[src/rtl/reg_pipe_vr.sv]
// Parametrised valid/ready register chain with bubble collapsing, synchronous flush
// and an occupancy count derived only from the stage valid bits.
module reg_pipe_vr #(
  parameter int DATA_WIDTH = 32,
  parameter int DEPTH = 2,
  parameter logic [DATA_WIDTH-1:0] RST_VALUE = '0
) (
  input  logic                         i_clk,
  input  logic                         i_rst_n,
  input  logic                         i_flush,
  input  logic                         i_valid,
  output logic                         o_ready,
  input  logic [DATA_WIDTH-1:0]        i_data,
  output logic                         o_valid,
  input  logic                         i_ready,
  output logic [DATA_WIDTH-1:0]        o_data,
  output logic [$clog2(DEPTH+1)-1:0]   o_count
);

  localparam int CW = $clog2(DEPTH+1);

  logic [DEPTH-1:0]      v;
  logic [DEPTH-1:0]      v_nxt;
  logic [DEPTH-1:0]      in_v;
  logic [DEPTH-1:0]      xfer;
  logic [DEPTH:0]        r;
  logic [DATA_WIDTH-1:0] d    [DEPTH];
  logic [DATA_WIDTH-1:0] d_in [DEPTH];
  logic [CW-1:0]         count_c;

  // r[k] is true when any stage at or beyond k is empty, or downstream accepts.
  // Built with a running accumulator so r never reads back its own bits.
  always_comb begin : ready_chain
    logic acc;
    acc = i_ready;
    r = '0;
    r[DEPTH] = i_ready;
    for (int k = DEPTH - 1; k >= 0; k--) begin
      acc = acc || !v[k];
      r[k] = acc;
    end
  end

  always_comb begin
    in_v = '0;
    in_v[0] = i_valid && !i_flush;
    for (int k = 1; k < DEPTH; k++) begin
      in_v[k] = v[k-1];
    end
    xfer = in_v & r[DEPTH-1:0];
    v_nxt = i_flush ? '0 : (xfer | (v & ~r[DEPTH:1]));
  end

  always_ff @(posedge i_clk or negedge i_rst_n) begin
    if (!i_rst_n) begin
      v <= '0;
    end else begin
      v <= v_nxt;
    end
  end

  for (genvar k = 0; k < DEPTH; k++) begin : g_stage
    if (k == 0) begin : g_first
      assign d_in[k] = i_data;
    end else begin : g_next
      assign d_in[k] = d[k-1];
    end

    // Data registers are enable-only; a flush leaves them as don't-care.
    always_ff @(posedge i_clk or negedge i_rst_n) begin
      if (!i_rst_n) begin
        d[k] <= RST_VALUE;
      end else if (xfer[k]) begin
        d[k] <= d_in[k];
      end
    end
  end

  always_comb begin
    count_c = '0;
    for (int k = 0; k < DEPTH; k++) begin
      count_c = count_c + CW'(v[k]);
    end
  end

  assign o_ready = r[0] && !i_flush;
  assign o_valid = v[DEPTH-1];
  assign o_data  = d[DEPTH-1];
  assign o_count = count_c;

endmodule
[config.mk]
export PLATFORM = sky130hd
export DESIGN_NAME = reg_pipe_vr
export DESIGN_NICKNAME = d
export VERILOG_FILES = /design/src/rtl/reg_pipe_vr.sv
export SDC_FILE = /design/constraint.sdc
export NUM_CORES = 1
export LEC_CHECK = 0
export BUFFER_PORTS_ARGS = -buffer_cell sky130_fd_sc_hd__buf_2
export CORE_MARGIN = 4
export CORE_UTILIZATION = 52
export CTS_CLUSTER_SIZE = 12
export DETAILED_ROUTE_END_ITERATION = 10
export PLACE_DENSITY = 0.75
export SYNTH_ARGS = -nofsm -noshare
export SYNTH_HDL_FRONTEND = slang
export SYNTH_SLANG_ARGS = --single-unit
[constraint.sdc]
create_clock -name i_clk -period 2.2 [get_ports i_clk]
set_clock_uncertainty 0.15 [all_clocks]
set_input_delay 0.22 -clock i_clk [delete_from_list [all_inputs] [get_ports i_clk]]
set_output_delay 0.22 -clock i_clk [all_outputs]
set_load 0.01 [all_outputs]
==> metrics.md <==
| Metric | Value |
|---|---|
| Placer Congestion | 0.751 |
| TritonCTS clock tree | built |
| Layout area overhead | 23.6% |
| Overflow after GRT | 0 |
| Unrepaired setup endpoints after global routing | no |
| Final setup fails | 0 |
| Tcrit/Tclk final | 88.1% |
| Global-route wire length before repair | 8420 um |
| Filler cells | roughly 390 |
| Detailed Route Iter0 Violations | 53 |
| I/O Pins | 73 |
| WL final | approximately 5000 um |
| Max-cap violations | 0 |
| Final hold viol count | 0 |
| Num CTS Buffers | 9 |
| Max_slew headroom | 77.6% |
| Core area | 5240 sq um |
| Routed length per instance | 15.2 um |
| DRC | 0 |
| Nets@finish | 301 |
| Total setup buffers inserted after CTS | 0 |
| Seq cells post-synth | 66 |
| Clock Sinks | between 60 and 70 |
| H-tree depth | 3 |
| Starting Density | 54.9% |
| Min Tclk post-route | 1.94 ns |
| Vias in the first global route | 1,766 |
| Post-synthesis net count | 218 |
| Leak pwr | 1.77 nW |
| Die footprint | ~6800 sq um |
| CTS Root Cell | clkbuf_8 |
| # diodes | 0 |
| Crit path kind | flop to flop |
| Vias post-DR | 1,585 |
| Initial antenna violation count | 0 |
| Cell Area, Synth | ~2900 sq um |
| Port Buffers | 72 |
| Layout cells sized above 1 | 55.6% |
| Clock transition at the registers of the reported paths | 0.06 ns |
| Synth Instances | 180 |
| Site Rows | 26 |
| Setup_tns | 0 ns |
| Routed Antenna Nets | 0 |
| Die width | 82.4 um |
| Latest clock arrival within the worst-skew pair | 0.33 ns |
| Power per cell area | 880 nW/um^2 |
| Clk buf depth | 2 |
| Buf+Inv Stages, Crit Path | 1 |
| Critical path's slowest cell | or3b_2 |
| Top delay family on crit path | simple AND/OR/NAND/NOR gates |
| Largest stage delay, worst path | around 0.46 ns |
| Status | completed |
| YS warnings | 0 |
| Crit-path max FO | 18 |
| Vias per std cell | about 4.7 |
| CP Data Required Time | between 2 and 2.5 ns |
| Fin. max-slew vios | 0 |
| Worst min path class | primary input to flop |
| Avg Inst Size Synth | roughly 16 sq um |
| CP Capture Type | flop |
| CTS-repair resized insts | 0 |
| Arrival @ worst endpoint | 2.00 ns |
| Unique masters post-synth | 15 |
| CP cell instances | and3b_1, or3b_2, buf_4, mux2_4 |
| Total GRT Usage | 17.2% |
| Die H | between 80 and 90 um |
| Largest net degree at the start of global routing | 67 |
| Post-DP HPWL | 3300 um |
| First-pass iteration count of the detailed router | 4 |
| Worst Tran Pin Value | roughly 0.34 ns |
| Register area share after synthesis | 57.4% |
| CP startpoint kind | flop |
| Fmax | 516 MHz |
| Total Power | roughly 3.1 mW |
| Peak supply drop | 474 uV |
==> cell families (layout without fill, tap and decap cells) <==
| family | after synthesis | count (layout) | synth area share (%) |
|---|---|---|---|
| buf+inv | 40 | 126 | 11.5 |
| simple gates | 9 | 9 | 1.70 |
| flops | 66 | 66 | 57.4 |
| mux | 64 | 64 | 29.0 |
| fa+ha+maj | 1 | 1 | 0.435 |
==> stage by stage <==
| step | area (sq um) | std cells | hold WS [ns] | setup slack [ns] | util (%) |
|---|---|---|---|---|---|
| 3_5_place_dp | 3050 | 287 | 0.113 | 0.270 | 58.2 |
| 5_1_grt | 3560 | 336 | 0.0549 | 0.177 | 67.9 |
| 2_1_floorplan | 2880 | 180 | -0.226 | 0.379 | - |
| 3_3_place_gp | 3050 | 287 | 0.112 | 0.318 | 58.2 |
| 6_report | 3560 | 336 | 0.0461 | 0.261 | 67.9 |
| 4_1_cts | 3560 | 336 | 0.0252 | 0.255 | 67.9 |
==> cell usage after synthesis <==
library cell  number  area, sq um
dfrtp_1           66         1650
buf_4             32          240
mux2_4            30          450
mux2_2            26          293
mux2_1             8         90.1
nor2_1             5         18.8
buf_12             3         60.1
buf_2              3         15.0
and3b_1            1         8.76
buf_6              1         11.3
clkbuf_1           1         3.75
ha_1               1         12.5
nand2b_1           1         6.26
nor2b_1            1         6.26
or3b_1             1         8.76
==> metal layers <==
| layer | global-route usage (%) | vias up | wire [um] |
|---|---|---|---|
| met4 | 8.97 | 0 | 42 |
| met2 | 28.8 | 47 | 2580 |
| met1 | 20.2 | 787 | 2150 |
| li1 | - | 746 | - |
| met3 | 4.45 | 5 | 343 |
| met5 | 0 | - | 0 |
==> worst register-to-register path, cell delays in order (launching register included) <==
cell	delay, ns
dfrtp_1	0.40
and3b_1	0.22
or3b_2	0.46
buf_4	0.25
mux2_4	0.35
==> what timing repair did <==
item | in CTS | in global routing
hold endpoints to repair | 100 | 0
hold buffers | 35 | 0
setup endpoints to repair | 0 | 0
==> cell usage in the layout, fill, tap and decap left out, types with 2 or more instances in the layout <==
master         instances
mux2_1                 8
dlygate4sd3_1         35
mux2_2                26
clkbuf_8              10
mux2_4                30
buf_4                  4
dfrtp_1               66
nor2_1                 5
buf_2                 72
clkinv_2               2
==> power breakdown <==
group | switching (mW) | internal (mW) | total, mW
logic | 0.285 | 0.419 | 0.704
clock network | 0.413 | 0.423 | 0.836
registers | 0.127 | 1.46 | 1.59
==> layout make-up <==
type | instances | area, sq um | area share [%]
Sequential cell | 66 | 1650 | 46.4
Tap cell | 70 | 87.6 | 2.46
Multi-Input combinational cell | 74 | 897 | 25.2
Clock buffer | 11 | 141 | 3.98
Clock inverter | 3 | 17.5 | 0.493
Timing Repair Buffer | 112 | 761 | 21.4
==> sequential cells by signal, summed over array words and instances (netlist names) <==
signal / cells
d: 32
o_data: 32
v: 2
==> worst paths after layout <==
path                                        start                endpoint  slack [ns]  cells past startpoint
hold reg to reg            o_data[17]$_DFFE_PN0P_  o_data[17]$_DFFE_PN0P_        0.34                      1
setup reg to reg                   v[1]$_DFF_PN0_       d[58]$_DFFE_PN0P_        0.26                      4
min in group asynchronous                 i_rst_n  o_data[26]$_DFFE_PN0P_        0.30                      3
hold / removal                            i_ready          v[1]$_DFF_PN0_        0.05                      4
setup / recovery                   v[1]$_DFF_PN0_       d[58]$_DFFE_PN0P_        0.26                      4
max in group asynchronous                 i_rst_n   o_data[3]$_DFFE_PN0P_        1.34                      3
(Power assumes the default switching activity.)
